**config.mk**
```make
export PLATFORM = sky130hd
export DESIGN_NAME = barrel_shift_sequencer
export DESIGN_NICKNAME = d
export VERILOG_FILES = /design/src/rtl/barrel_seq_pkg.sv /design/src/rtl/mod_m_tick_counter.sv /design/src/rtl/barrel_shift_sequencer.sv
export SDC_FILE = /design/constraint.sdc
export NUM_CORES = 1
export LEC_CHECK = 0
export BUFFER_PORTS_ARGS = -buffer_cell sky130_fd_sc_hd__buf_2
export CAP_MARGIN = 10
export CORE_ASPECT_RATIO = 1.4
export CORE_MARGIN = 5
export CORE_UTILIZATION = 55
export CTS_BUF_LIST = sky130_fd_sc_hd__clkbuf_16
export DETAILED_ROUTE_END_ITERATION = 8
export PLACE_DENSITY = 0.77
export RECOVER_POWER = 25
export SLEW_MARGIN = 20
export SYNTH_ARGS = -nofsm -noshare
export SYNTH_HDL_FRONTEND = slang
export SYNTH_HIERARCHICAL = 1
export SYNTH_SLANG_ARGS = --single-unit
```
**constraint.sdc**
```tcl
create_clock -name clk -period 6.29 [get_ports clk]
set_input_delay 0.629 -clock clk [delete_from_list [all_inputs] [get_ports clk]]
set_output_delay 0.629 -clock clk [all_outputs]
set_load 0.1 [all_outputs]
```
**src/rtl/barrel_seq_pkg.sv**
```systemverilog
// Shared types and constants for the barrel shifter sequencer and its prescaler.
// Holds the FSM state encoding, the default step rate and the counter width helper.
package barrel_seq_pkg;

    typedef enum logic [1:0] {
        IDLE  = 2'd0,
        RUN   = 2'd1,
        PAUSE = 2'd2
    } seq_state_t;

    localparam int unsigned TICK_DIV_DEFAULT = 32'd50_000_000;

    // Counter width able to hold 0..m-1; never narrower than one bit.
    function automatic int cnt_width(input int unsigned m);
        if (m > 32'd1) begin
            cnt_width = $clog2(m);
        end else begin
            cnt_width = 1;
        end
    endfunction

endpackage

```
**src/rtl/mod_m_tick_counter.sv**
```systemverilog
// Modulo-M prescaler: counts 0..M-1 while enabled, holds otherwise.
// tick flags the terminal count of an enabled cycle; clr has priority over en.
module mod_m_tick_counter
    import barrel_seq_pkg::*;
#(
    parameter int unsigned M     = TICK_DIV_DEFAULT,
    parameter int          WIDTH = cnt_width(M)
) (
    input  logic             clk,
    input  logic             reset,
    input  logic             clr,
    input  logic             en,
    output logic             tick,
    output logic [WIDTH-1:0] count
);

    localparam logic [WIDTH-1:0] LAST = WIDTH'(M - 32'd1);

    logic [WIDTH-1:0] count_r;
    logic             at_last_s;

    assign at_last_s = (count_r == LAST);

    // Prescaler count register; wraps at M-1, holds when not enabled.
    always_ff @(posedge clk or posedge reset) begin
        if (reset) begin
            count_r <= {WIDTH{1'b0}};
        end else if (clr) begin
            count_r <= {WIDTH{1'b0}};
        end else if (en) begin
            if (at_last_s) begin
                count_r <= {WIDTH{1'b0}};
            end else begin
                count_r <= count_r + {{(WIDTH-1){1'b0}}, 1'b1};
            end
        end else begin
            count_r <= count_r;
        end
    end

    assign tick  = en && at_last_s;
    assign count = count_r;

endmodule

```
**src/rtl/barrel_shift_sequencer.sv**
```systemverilog
// Control stage feeding a rotating barrel shifter: holds the operand and steps the
// rotate amount automatically (RUN) or on request, with glitch-free registered outputs.
module barrel_shift_sequencer
    import barrel_seq_pkg::*;
#(
    parameter int          N        = 3,
    parameter int unsigned TICK_DIV = TICK_DIV_DEFAULT
) (
    input  logic              clk,
    input  logic              reset,
    input  logic              load,
    input  logic [(2**N)-1:0] din,
    input  logic              start,
    input  logic              stop,
    input  logic              step,
    input  logic              dir_in,
    output logic [(2**N)-1:0] a,
    output logic [N-1:0]      amt,
    output logic              lr,
    output logic              busy,
    output logic              wrap
);

    localparam int W  = 2**N;
    localparam int CW = cnt_width(TICK_DIV);

    seq_state_t      state_r;
    seq_state_t      state_s;
    logic [W-1:0]    a_r;
    logic [N-1:0]    amt_r;
    logic            lr_r;
    logic            busy_r;
    logic            wrap_r;

    logic            start_ok_s;
    logic            step_ok_s;
    logic            cnt_clr_s;
    logic            cnt_en_s;
    logic            tick_s;
    logic            adv_s;
    logic [CW-1:0]   cnt_unused_s;

    // Prescaler freezes on stop so an expiry coinciding with stop is held, not lost forever.
    assign cnt_clr_s = load || (state_r == IDLE);
    assign cnt_en_s  = (state_r == RUN) && !stop;

    mod_m_tick_counter #(
        .M     (TICK_DIV),
        .WIDTH (CW)
    ) u_prescaler (
        .clk   (clk),
        .reset (reset),
        .clr   (cnt_clr_s),
        .en    (cnt_en_s),
        .tick  (tick_s),
        .count (cnt_unused_s)
    );

    // A load forces amt to zero, so it suppresses any advance in the same cycle.
    assign adv_s = (tick_s && !load) || step_ok_s;

    // Next-state logic with stop > start > step priority outside RUN.
    always_comb begin
        state_s    = state_r;
        start_ok_s = 1'b0;
        step_ok_s  = 1'b0;
        case (state_r)
            IDLE, PAUSE: begin
                if (stop) begin
                    state_s = state_r;
                end else if (start) begin
                    state_s    = RUN;
                    start_ok_s = 1'b1;
                end else if (step && !load) begin
                    step_ok_s = 1'b1;
                end else begin
                    state_s = state_r;
                end
            end
            RUN: begin
                if (stop) begin
                    state_s = PAUSE;
                end else begin
                    state_s = RUN;
                end
            end
            default: begin
                state_s = IDLE;
            end
        endcase
    end

    // State, operand, rotate amount, direction and status registers.
    always_ff @(posedge clk or posedge reset) begin
        if (reset) begin
            state_r <= IDLE;
            a_r     <= {W{1'b0}};
            amt_r   <= {N{1'b0}};
            lr_r    <= 1'b0;
            busy_r  <= 1'b0;
            wrap_r  <= 1'b0;
        end else begin
            state_r <= state_s;
            busy_r  <= (state_s == RUN);
            wrap_r  <= adv_s && (amt_r == {N{1'b1}});

            if (load) begin
                a_r <= din;
            end else begin
                a_r <= a_r;
            end

            if (load) begin
                amt_r <= {N{1'b0}};
            end else if (adv_s) begin
                amt_r <= amt_r + {{(N-1){1'b0}}, 1'b1};
            end else begin
                amt_r <= amt_r;
            end

            if (start_ok_s || step_ok_s) begin
                lr_r <= dir_in;
            end else begin
                lr_r <= lr_r;
            end
        end
    end

    assign a    = a_r;
    assign amt  = amt_r;
    assign lr   = lr_r;
    assign busy = busy_r;
    assign wrap = wrap_r;

endmodule

```
After elaboration in Yosys (flattened, before gate mapping)
Index checks and enable logic that the tools add are counted.
Word-level totals
  bits in registers: 42
  bits in latches: 0
  memory bits (writable): 0
  memory bits (read-only): 0
  bits of input ports: 15
  output and inout bits: 14
  word-level logic and storage cells: 44
  memories: 0
Cells by class
  $add $sub $neg: 2
  multiply operators: 0
  divide/modulo/power cells: 0
  magnitude comparators: 0
  equality and inequality tests: 5
  shift operators: 0
  muxes and demuxes: 16
  bitwise gates (word level): 0
  reductions and logical operators: 14
Operators with widths (count)
  $mux W26: 3
  $add A26 B1 Y26 const B: 1
  $eq A26 B26 Y1 const B: 1
  $mux W1: 7
  $mux W2: 3
  $mux W3: 2
  $logic_and A1 B1 Y1: 5
  $eq A2 B1 Y1 const B: 2
  $pmux W2 S2: 1
  $reduce_bool A2 Y1: 2
  $add A3 B1 Y3 const B: 1
  $eq A3 B3 Y1 const B: 1
  $logic_or A1 B1 Y1: 3
  $eq A2 B2 Y1 const B: 1
  $logic_not A1 Y1: 2
  $logic_not A2 Y1: 1
  $reduce_or A2 Y1: 1

Longest topological paths before layout
Gate-level depths: netlist of the first run.
  depth in word-level cells: 9
  depth in mapped cells: 7
  depth with buffers taken out: 6

Cells and area by module
The synthesis of the first run kept the hierarchy.
Modules (own cells, without submodules)
  mod_m_tick_counter: times used 1, cells an instance 150, area an instance 1406.3 µm²
  barrel_shift_sequencer: times used 1, cells an instance 53, area an instance 714.4 µm²

Worst setup path before layout of the first run
OpenSTA, ideal clock, no wires.
  path kind: input-to-reg
  start point: input load
  end point: register u_prescaler.count_r[25] (netlist: u_prescaler/count[25])
  arrival: 2.465 ns
  required time: 6.213 ns
  setup slack: 3.748 ns
  cell stages on the path: 6
  buffers on the path: 1
  cells stage by stage: buf_4 > o21bai_1 > o2111ai_2 > or4_4 > or4_1 > a21oi_1
Between the ends
  cells in the longest elaborated chain, start to end: 2
  elaborated cells on any way between the ends: 3
  classes of those cells: mux (1); reduce/logical (2)
RTL lines
  start, declared: RTL line barrel_shift_sequencer.sv:11  | input logic load,
  $logic_or A1 B1 Y1 (*): RTL line barrel_shift_sequencer.sv:44  | assign cnt_clr_s = load || (state_r == IDLE);
  via cnt_clr_s: RTL line barrel_shift_sequencer.sv:37  | logic cnt_clr_s;
  $mux W26 or $reduce_bool A2 Y1 (tied branches)
  end signal, assigned: RTL line mod_m_tick_counter.sv:27  | count_r <= {WIDTH{1'b0}};
  end signal, assigned: RTL line mod_m_tick_counter.sv:29  | count_r <= {WIDTH{1'b0}};
  end signal, assigned: RTL line mod_m_tick_counter.sv:32  | count_r <= {WIDTH{1'b0}};
  end, declared: RTL line mod_m_tick_counter.sv:19  | logic [WIDTH-1:0] count_r;
Mark *: on every way through the listed nets, which the timed path passes. The rest lies on a longest branch.
A chain may end at the register's enable or synchronous reset.

Final worst setup path of the first run
  start point: register state_r[0]
  end point: register u_prescaler.count_r[25] (netlist: u_prescaler/count[25])
Between the ends
  cells in the longest elaborated chain, start to end: 3
  elaborated cells on any way between the ends: 6
  classes of those cells: eq/ne (1); mux (1); reduce/logical (4)
RTL lines
  start, declared: RTL line barrel_shift_sequencer.sv:27  | seq_state_t state_r;
  start signal, assigned: RTL line barrel_shift_sequencer.sv:103  | state_r <= state_s;
  $eq A2 B1 Y1: RTL line barrel_shift_sequencer.sv:45  | assign cnt_en_s = (state_r == RUN) && !stop;
  $logic_and A1 B1 Y1: RTL line barrel_shift_sequencer.sv:45
  via cnt_en_s: RTL line barrel_shift_sequencer.sv:38  | logic cnt_en_s;
  $reduce_bool A2 Y1 (no source line)
  end signal, assigned: RTL line mod_m_tick_counter.sv:32
  end signal, assigned: RTL line mod_m_tick_counter.sv:34  | count_r <= count_r + {{(WIDTH-1){1'b0}}, 1'b1};
  end signal, assigned: RTL line mod_m_tick_counter.sv:37  | count_r <= count_r;
The timed path passes the listed nets, and every way through them passes these cells.

==> impl_metrics.prom, run 1 <==
# TYPE chip_impl_metric gauge
chip_impl_metric{name="cp_slowest_stage_delay",unit="ns"} 0.66
chip_impl_info{name="cp_top_family",value="simple AND/OR/NAND/NOR gates"} 1
chip_impl_metric{name="timing.max_cap.violations",unit=""} 0
chip_impl_metric{name="ctsHoldBuffers",unit=""} 0
chip_impl_metric{name="path_clk_slew",unit="ns"} 0.06
chip_impl_metric{name="die_area",unit="µm²"} 5220
chip_impl_metric{name="grt_usage",unit="%"} 17.7
chip_impl_metric{name="ys_seq_elements",unit=""} 42
chip_impl_metric{name="route.detailed.vias_per_inst",unit=""} 6.03
chip_impl_metric{name="dr.first_iter.drc_count",unit=""} 49
chip_impl_metric{name="p_seq_share",unit="%"} 44.4
chip_impl_metric{name="design.portCount",unit=""} 29
chip_impl_metric{name="grt_pass1_vias",unit=""} 1757
chip_impl_metric{name="worstPathBufferInverterCount",unit=""} 0
chip_impl_metric{name="timing.slew.headroom",unit="%"} 39.5
chip_impl_metric{name="period_share",unit="%"} 43.7
chip_impl_metric{name="worstMarginPinSlew",unit="ns"} 0.901
chip_impl_metric{name="antenna_cells",unit=""} 0
chip_impl_info{name="startpoint_type",value="flip-flop"} 1
chip_impl_metric{name="clock_net_sink_count",unit=""} 42
chip_impl_info{name="clock_tree.root_cell",value="sky130_fd_sc_hd__clkbuf_16"} 1
chip_impl_metric{name="grt_first_pass_wirelength",unit="µm"} 7580
chip_impl_info{name="outcome",value="finished, final reports clean"} 1
chip_impl_metric{name="remaining_overflow_grt",unit=""} 0
chip_impl_metric{name="timing.critical_path.fanout_max",unit=""} 13
chip_impl_info{name="critical_path.slowest_cell",value="sky130_fd_sc_hd__or4_4"} 1
chip_impl_metric{name="mappedNetlistNets",unit=""} 221
chip_impl_metric{name="final_count_of_hold_timing_violations",unit=""} 0
chip_impl_metric{name="detailedRoute.firstPassIterationCount",unit=""} 4
chip_impl_metric{name="postCtsResizedCells",unit=""} 0
chip_impl_metric{name="critPathArrivalTime",unit="ns"} 2.95
chip_impl_metric{name="die_y",unit="µm"} 83.5
chip_impl_info{name="crit_chain",value="or2b_1, nor2_1, o2111ai_2, or4_4, or4_1, a21oi_1"} 1
chip_impl_metric{name="placement_rows",unit=""} 26
chip_impl_metric{name="final_layout_size_suffix_gt1_share",unit="%"} 22.6
chip_impl_metric{name="fin_util",unit="%"} 66.2
chip_impl_info{name="rsz0062_at_grt",value="no"} 1
chip_impl_metric{name="grt_max_degree",unit=""} 27
chip_impl_metric{name="initial_standard_cell_utilization_of_the_core",unit="%"} 57.7
chip_impl_metric{name="r2r_cells",unit=""} 6
chip_impl_metric{name="finalCriticalPeriod",unit="ns"} 2.75
chip_impl_metric{name="synthesis.area_per_instance",unit="µm²"} 10.4
chip_impl_metric{name="synth_seq_area_share",unit="%"} 49.6
chip_impl_metric{name="synthesis.instances",unit=""} 203
chip_impl_info{name="worst_r2r_startpoint",value="state_r[0]"} 1
chip_impl_metric{name="clock_insertion_delay_worst_skew",unit="ns"} 0.28
chip_impl_metric{name="cts_setup_buffers",unit=""} 0
chip_impl_metric{name="swShare",unit="%"} 30.7
chip_impl_metric{name="totalNegativeSetupSlack",unit="ns"} 0
chip_impl_metric{name="synthesis.yosys.warnings",unit=""} 6
chip_impl_metric{name="htree_num_levels",unit=""} 2
chip_impl_metric{name="synth.cell_area",unit="µm²"} 2120
chip_impl_metric{name="numCtsBuffers",unit=""} 5
chip_impl_metric{name="detailroute.via_count",unit=""} 1671
chip_impl_metric{name="powerDensity",unit="nW/µm²"} 268
chip_impl_metric{name="routabilityCongestion",unit=""} 0.848
chip_impl_metric{name="ff2ff_setup_slack",unit="ns"} 3.54
chip_impl_metric{name="avgRoutedWirePerCell",unit="µm"} 15.5
chip_impl_metric{name="core_region_area",unit="µm²"} 3680
chip_impl_metric{name="die_width",unit="µm"} 62.5
chip_impl_metric{name="worstPathRequired",unit="ns"} 6.50
chip_impl_info{name="hold_path_class",value="in2async"} 1
chip_impl_metric{name="int_power",unit="W"} 0.000452
chip_impl_metric{name="finalClockSkew",unit="ns"} 0.00346
chip_impl_metric{name="number_of_distinct_standard_cells_referenced_by_the_synthesized_netlist",unit=""} 40
chip_impl_metric{name="final-setup-viol-count",unit=""} 0
chip_impl_info{name="synth_area_leader_cell",value="sky130_fd_sc_hd__dfrtp_1"} 1
chip_impl_metric{name="clock_path_buffers",unit=""} 2
chip_impl_metric{name="power.switching",unit="W"} 0.000200
chip_impl_info{name="post_synth_main_area_contributors",value="sky130_fd_sc_hd__dfrtp_1 (50%), sky130_fd_sc_hd__mux2_2 (4.8%), sky130_fd_sc_hd__a21oi_1 (4.0%), sky130_fd_sc_hd__xnor2_1 (3.7%), sky130_fd_sc_hd__nor2_1 (3.0%)"} 1
chip_impl_metric{name="clock_power_share",unit="%"} 37.7
chip_impl_metric{name="portBuffers",unit=""} 28
chip_impl_metric{name="post-synth-top-area-fraction",unit="%"} 49.6
chip_impl_metric{name="peakVddDrop",unit="µV"} 235
chip_impl_info{name="timing.critical_path.to_type",value="flip-flop"} 1
chip_impl_metric{name="antenna_found_initial",unit=""} 0
chip_impl_metric{name="power.leakage",unit="nW"} 1.00
chip_impl_metric{name="antenna_violating_nets_post_route",unit=""} 0
chip_impl_metric{name="fin_nets",unit=""} 252
chip_impl_metric{name="detailedPlacementHpwl",unit="µm"} 3100
chip_impl_info{name="timing_worst_setup_path_type",value="reg2reg"} 1
chip_impl_info{name="cts_tree",value="yes"} 1
chip_impl_metric{name="post-route-drc-count",unit=""} 0
chip_impl_metric{name="fmax",unit="MHz"} 364
chip_impl_metric{name="wl",unit="µm"} 4290
chip_impl_info{name="crit-reg2reg-capture",value="u_prescaler/count[25]"} 1
chip_impl_metric{name="slew_violations",unit=""} 0
chip_impl_metric{name="power_share_of_the_combinational_group",unit="%"} 17.9
chip_impl_metric{name="layout_area_growth_over_synthesis",unit="%"} 14.7
## cells by family (layout without fill, tap and decap cells)
group,Yosys count,after routing,share of synthesized area (%)
AOI/OAI and AO/OA,39,39,12.6
xor gates and xnor gates,12,12,4.96
adders and majority gates,3,3,1.77
buffers and inverters,16,48,3.78
DFF,42,42,49.6
muxes,12,12,6.43
and+or+nand+nor,79,79,20.9
## power by group through the flow
stage	sequential, W	clock, W	combinational [W]
floorplan	0.000350	0	0.0000383
global placement	0.000294	0	0.000117
detailed placement	0.000294	0	0.000118
CTS	0.000289	0.000251	0.000118
global route	0.000291	0.000263	0.000124
finish	0.000289	0.000245	0.000117
## per-stage QoR
step | cell area [µm²] | power [W] | instances | hold WS (ns) | setup WS [ns]
6_report | 2430 | 0.000652 | 277 | 0.426 | 3.54
5_1_grt | 2430 | 0.000678 | 277 | 0.482 | 3.38
4_1_cts | 2430 | 0.000658 | 277 | 0.450 | 3.55
3_5_place_dp | 2290 | 0.000412 | 269 | 0.491 | 3.34
3_3_place_gp | 2290 | 0.000411 | 269 | 0.484 | 3.38
2_1_floorplan | 2120 | 0.000388 | 203 | 0.510 | 3.75
## sequential cells by signal, summed over array words and instances (netlist names)
signal             cells
a                      8
lr                     1
state_r                2
amt                    3
wrap                   1
u_prescaler/count     26
busy                   1
## layout by cell type, fill, tap and decap left out, types with 3 or more instances in the layout
cell                        count
sky130_fd_sc_hd__xor2_1         3
sky130_fd_sc_hd__nand2b_1       5
sky130_fd_sc_hd__nand4_1        7
sky130_fd_sc_hd__nor2_1        17
sky130_fd_sc_hd__a21oi_1       17
sky130_fd_sc_hd__o21ai_0        9
sky130_fd_sc_hd__or4_1          7
sky130_fd_sc_hd__nor4_1         4
sky130_fd_sc_hd__and4_1         3
sky130_fd_sc_hd__o31ai_1        5
sky130_fd_sc_hd__dfrtp_1       42
sky130_fd_sc_hd__nand2_1       11
sky130_fd_sc_hd__nand3_1        5
sky130_fd_sc_hd__buf_2         27
sky130_fd_sc_hd__or3_1          9
sky130_fd_sc_hd__ha_1           3
sky130_fd_sc_hd__mux2_2         9
sky130_fd_sc_hd__clkbuf_16      5
sky130_fd_sc_hd__inv_1         10
sky130_fd_sc_hd__xnor2_1        9
## routing by layer
metal / wire length [µm] / up-vias / global-route usage, % / part of all wire (%)
li1: - / 800 / - / -
met1: 1840 / 818 / 20.4 / 43
met2: 2200 / 45 / 29.8 / 51
met3: 170 / 8 / 4.85 / 4.0
met4: 80 / 0 / 8.88 / 1.9
met5: 0 / - / 0 / 0
## worst max path at each step
stage,start,depth (start not counted),slack [ns],end
6_report,state_r[0],6,3.54,u_prescaler/count[25]
2_1_floorplan,load,6,3.75,u_prescaler/count[25]
5_1_grt,state_r[0],6,3.38,u_prescaler/count[25]
3_3_place_gp,load,6,3.38,u_prescaler/count[25]
3_5_place_dp,load,6,3.34,u_prescaler/count[25]
4_1_cts,state_r[0],6,3.55,u_prescaler/count[25]
## synthesized netlist by cell type (all sizes together)
| cell type | number |
|---|---|
| nand4 | 7 |
| o21bai | 1 |
| mux2i | 2 |
| o21ai | 9 |
| dfrtp | 42 |
| o2111ai | 1 |
| and3 | 1 |
| nor2b | 2 |
| nor4bb | 1 |
| o41ai | 1 |
| inv | 11 |
| a22o | 1 |
| a31oi | 1 |
| xnor2 | 9 |
| xor2 | 3 |
| nor4 | 4 |
| nor2 | 18 |
| clkbuf | 1 |
| nor3b | 1 |
| nor3 | 2 |
| or3 | 9 |
| nand2 | 11 |
| a21oi | 17 |
| buf | 4 |
| or4 | 8 |
| nand3 | 5 |
| nand2b | 5 |
| and4 | 3 |
| o31ai | 5 |
| mux2 | 10 |
| o311ai | 2 |
| or2 | 1 |
| ha | 3 |
| o211ai | 1 |
| or2b | 1 |
## area by class of cell
cell class | instances | area, µm²
flip-flops and latches | 42 | 1050
clock inverters | 3 | 16.3
well taps | 42 | 52.6
clock buffers | 5 | 125
multi-input cells | 145 | 1000
repair buffers | 29 | 146
inverters | 11 | 41.3
fillers | 289 | 1240
## worst register-to-register path, cell delays in order (launching register included)
cell,delay [ns]
sky130_fd_sc_hd__dfrtp_1,0.43
sky130_fd_sc_hd__or2b_1,0.28
sky130_fd_sc_hd__nor2_1,0.37
sky130_fd_sc_hd__o2111ai_2,0.26
sky130_fd_sc_hd__or4_4,0.66
sky130_fd_sc_hd__or4_1,0.52
sky130_fd_sc_hd__a21oi_1,0.15
(Power assumes the default switching activity.)
==> run 2, diff against run 1 <==
--- a/config.mk
+++ b/config.mk
@@ -5,14 +5,15 @@
 export SDC_FILE = /design/constraint.sdc
 export NUM_CORES = 1
 export LEC_CHECK = 0
+export ABC_AREA = 1
 export BUFFER_PORTS_ARGS = -buffer_cell sky130_fd_sc_hd__buf_2
 export CAP_MARGIN = 10
 export CORE_ASPECT_RATIO = 1.4
 export CORE_MARGIN = 5
-export CORE_UTILIZATION = 55
+export CORE_UTILIZATION = 52
 export CTS_BUF_LIST = sky130_fd_sc_hd__clkbuf_16
 export DETAILED_ROUTE_END_ITERATION = 8
-export PLACE_DENSITY = 0.77
+export PLACE_DENSITY = 0.75
 export RECOVER_POWER = 25
 export SLEW_MARGIN = 20
 export SYNTH_ARGS = -nofsm -noshare
==> constraint.sdc (replaced) <==
create_clock -name clk -period 2.38 [get_ports clk]
set_input_delay 0.238 -clock clk [delete_from_list [all_inputs] [get_ports clk]]
set_output_delay 0.238 -clock clk [all_outputs]
set_load 0.1 [all_outputs]
==> run 2 against run 1 <==
  * First-iteration DRC count up 110%
  * Final cell count up 48%
  * Total power rose to 2.5 times the previous value
  * Worst hold slack worse by 0.40 ns
  * Die area up 17%
  * Critical path depth up 2
  * Setup slack worse by 3.2 ns
  * Global-route usage up 1.9 points
  * Combinational power up 140%
  * Via count up 24%
==> impl_metrics.prom, run 2 <==
# TYPE chip_impl_metric gauge
chip_impl_info{name="outcome",value="finished, final reports clean"} 1
chip_impl_metric{name="detailedPlacementHpwl",unit="µm"} 4120
chip_impl_metric{name="r2r_cells",unit=""} 8
chip_impl_metric{name="slew_violations",unit=""} 0
chip_impl_info{name="hold_path_class",value="in2async"} 1
chip_impl_info{name="cts_tree",value="yes"} 1
chip_impl_info{name="worst_r2r_startpoint",value="state_r[0]"} 1
chip_impl_info{name="yosys.cell_count.top_type",value="sky130_fd_sc_hd__nand2_1"} 1
chip_impl_info{name="synth_area_leader_cell",value="sky130_fd_sc_hd__dfrtp_1"} 1
chip_impl_metric{name="antenna_found_initial",unit=""} 0
chip_impl_metric{name="powerDensity",unit="nW/µm²"} 612
chip_impl_metric{name="routabilityCongestion",unit=""} 0.989
chip_impl_metric{name="final-setup-viol-count",unit=""} 0
chip_impl_metric{name="whs",unit="ns"} 0.0262
chip_impl_info{name="rsz0062_at_grt",value="no"} 1
chip_impl_info{name="timing.critical_path.to_type",value="flip-flop"} 1
chip_impl_metric{name="detailroute.via_count",unit=""} 2076
chip_impl_metric{name="power.leakage",unit="nW"} 1.26
chip_impl_metric{name="portBuffers",unit=""} 28
chip_impl_metric{name="clock_insertion_delay_worst_skew",unit="ns"} 0.28
chip_impl_metric{name="antenna_violating_nets_post_route",unit=""} 0
chip_impl_metric{name="final_layout_size_suffix_gt1_share",unit="%"} 16.3
chip_impl_metric{name="path_clk_slew",unit="ns"} 0.06
chip_impl_metric{name="ff2ff_setup_slack",unit="ns"} 0.35
chip_impl_metric{name="die_y",unit="µm"} 90.4
chip_impl_metric{name="placement_rows",unit=""} 29
chip_impl_metric{name="grt_usage",unit="%"} 19.7
chip_impl_info{name="crit-reg2reg-capture",value="u_prescaler/count[11]"} 1
chip_impl_metric{name="synth_seq_area_share",unit="%"} 43.8
chip_impl_metric{name="fmax",unit="MHz"} 492
chip_impl_info{name="layout_commonest_cell",value="sky130_fd_sc_hd__nand2_1"} 1
chip_impl_metric{name="wl",unit="µm"} 5400
chip_impl_metric{name="layout_area_growth_over_synthesis",unit="%"} 13.0
chip_impl_metric{name="synthesis.area_per_instance",unit="µm²"} 7.57
chip_impl_metric{name="clock_path_buffers",unit=""} 2
chip_impl_metric{name="mappedNetlistNets",unit=""} 335
chip_impl_metric{name="critPathArrivalTime",unit="ns"} 2.18
chip_impl_metric{name="worstPathRequired",unit="ns"} 2.53
chip_impl_metric{name="cts_setup_buffers",unit=""} 0
chip_impl_metric{name="grt_pass1_vias",unit=""} 2066
chip_impl_metric{name="period_share",unit="%"} 85.4
chip_impl_metric{name="design.portCount",unit=""} 29
chip_impl_metric{name="die_width",unit="µm"} 67.4
chip_impl_info{name="synth_top_flop_cell",value="sky130_fd_sc_hd__dfrtp_1"} 1
chip_impl_metric{name="cp_slowest_stage_delay",unit="ns"} 0.47
chip_impl_metric{name="initial_standard_cell_utilization_of_the_core",unit="%"} 53.3
chip_impl_info{name="startpoint_type",value="flip-flop"} 1
chip_impl_metric{name="clock_net_sink_count",unit=""} 42
chip_impl_info{name="timing_worst_setup_path_type",value="reg2reg"} 1
chip_impl_metric{name="post-route-drc-count",unit=""} 0
chip_impl_info{name="cp_top_family",value="simple AND/OR/NAND/NOR gates"} 1
chip_impl_metric{name="synthesis.yosys.warnings",unit=""} 6
chip_impl_info{name="critical_path.slowest_cell",value="sky130_fd_sc_hd__dfrtp_1"} 1
chip_impl_metric{name="remaining_overflow_grt",unit=""} 0
chip_impl_metric{name="postCtsResizedCells",unit=""} 0
chip_impl_metric{name="finalCriticalPeriod",unit="ns"} 2.03
chip_impl_metric{name="ys_seq_elements",unit=""} 42
chip_impl_metric{name="synthesis.instances",unit=""} 317
chip_impl_metric{name="die_area",unit="µm²"} 6090
chip_impl_metric{name="final_count_of_hold_timing_violations",unit=""} 0
chip_impl_info{name="layout.cells.most_common_list",value="sky130_fd_sc_hd__nand2_1 (86), sky130_fd_sc_hd__nor2_1 (59), sky130_fd_sc_hd__dfrtp_1 (42), sky130_fd_sc_hd__inv_1 (37), sky130_fd_sc_hd__buf_2 (28)"} 1
chip_impl_info{name="post_synth_main_area_contributors",value="sky130_fd_sc_hd__dfrtp_1 (44%), sky130_fd_sc_hd__nand2_1 (13%), sky130_fd_sc_hd__nor2_1 (9.2%), sky130_fd_sc_hd__inv_1 (5.8%), sky130_fd_sc_hd__nand4_1 (3.7%)"} 1
chip_impl_metric{name="fin_nets",unit=""} 368
chip_impl_metric{name="largest_register_ffs",unit=""} 26
chip_impl_metric{name="timing.slew.headroom",unit="%"} 1.49
chip_impl_metric{name="grt_first_pass_wirelength",unit="µm"} 9200
chip_impl_metric{name="core_region_area",unit="µm²"} 4500
chip_impl_metric{name="totalNegativeSetupSlack",unit="ns"} 0
chip_impl_metric{name="detailedRoute.firstPassIterationCount",unit=""} 4
chip_impl_metric{name="route.detailed.vias_per_inst",unit=""} 5.05
chip_impl_metric{name="worstMarginPinSlew",unit="ns"} 1.48
chip_impl_metric{name="timing.max_cap.violations",unit=""} 0
chip_impl_metric{name="peakVddDrop",unit="µV"} 529
chip_impl_metric{name="worstPathBufferInverterCount",unit=""} 0
chip_impl_metric{name="grt_max_degree",unit=""} 27
chip_impl_metric{name="htree_num_levels",unit=""} 2
chip_impl_info{name="leading_post_synthesis_cells_by_instance_count",value="sky130_fd_sc_hd__nand2_1 (86), sky130_fd_sc_hd__nor2_1 (59), sky130_fd_sc_hd__dfrtp_1 (42)"} 1
chip_impl_metric{name="finalClockSkew",unit="ns"} 0.00566
chip_impl_metric{name="post-synth-top-area-fraction",unit="%"} 43.8
chip_impl_info{name="crit_chain",value="o21ai_0, nor2_4, nor2_1, nand2_2, nor2_4, nand2_1, o21ai_0, nor2_1"} 1
chip_impl_metric{name="antenna_cells",unit=""} 0
chip_impl_metric{name="numCtsBuffers",unit=""} 5
chip_impl_info{name="clock_tree.root_cell",value="sky130_fd_sc_hd__clkbuf_16"} 1
chip_impl_metric{name="synth.cell_area",unit="µm²"} 2400
chip_impl_metric{name="synth_enable_flop_cells",unit=""} 0
chip_impl_metric{name="dr.first_iter.drc_count",unit=""} 105
chip_impl_metric{name="ctsHoldBuffers",unit=""} 0
chip_impl_metric{name="synthArstFlopShare",unit="%"} 100
chip_impl_metric{name="avgRoutedWirePerCell",unit="µm"} 13.1
chip_impl_metric{name="timing.critical_path.fanout_max",unit=""} 9
chip_impl_metric{name="number_of_distinct_standard_cells_referenced_by_the_synthesized_netlist",unit=""} 31
run 2: cell type report:
class / count / area [µm²]
timing repair buffer: 32 / 166
clock buffer: 5 / 125
fill: 451 / 1790
tap: 62 / 77.6
clock inverter: 1 / 3.75
multi-input combinational: 230 / 1140
inverter: 39 / 146
sequential: 42 / 1050
run 2: worst max-delay path by stage:
stage,from,to,cells past startpoint
detailed placement,state_r[0],u_prescaler/count[11],8
global placement,state_r[0],u_prescaler/count[17],9
CTS,state_r[0],u_prescaler/count[11],8
floorplan,state_r[0],u_prescaler/count[11],9
global route,state_r[0],u_prescaler/count[25],9
finish,state_r[0],u_prescaler/count[11],8
run 2: power by group:
part           switching, W  internal (W)
clock network      0.000248      0.000373
logic              0.000233     0.0000506
registers         0.0000186      0.000737
total              0.000500       0.00116
run 2: cell families (layout without fill, tap and decap cells):
kind of cell	after synthesis	after routing	share of synthesized area (%)
buffers and inverters	45	77	8.61
adders and majority gates	3	3	1.57
and+or+nand+nor	202	202	39.1
AOI/OAI and AO/OA	16	16	3.60
xor gates and xnor gates	9	9	3.29
DFF	42	42	43.8
run 2: routing by layer:
metal | wire length (µm) | track usage (%) | part of all wire [%]
met1 | 2260 | 22.8 | 42
met5 | 0 | 0 | 0
met4 | 144 | 9.64 | 2.7
met2 | 2800 | 34.0 | 52
met3 | 188 | 3.11 | 3.5
run 2: metrics by stage:
step                      util, %  instances  total power [W]  cell area [µm²]  setup WS, ns
final                        60.3        411          0.00166             2710         0.348
after global routing         60.3        411          0.00173             2710         0.148
after CTS                    60.3        411          0.00168             2720         0.349
after detailed placement     57.5        405          0.00105             2590         0.359
after global placement       57.5        405          0.00105             2590         0.464
after floorplan                 -        317          0.00100             2400         0.569
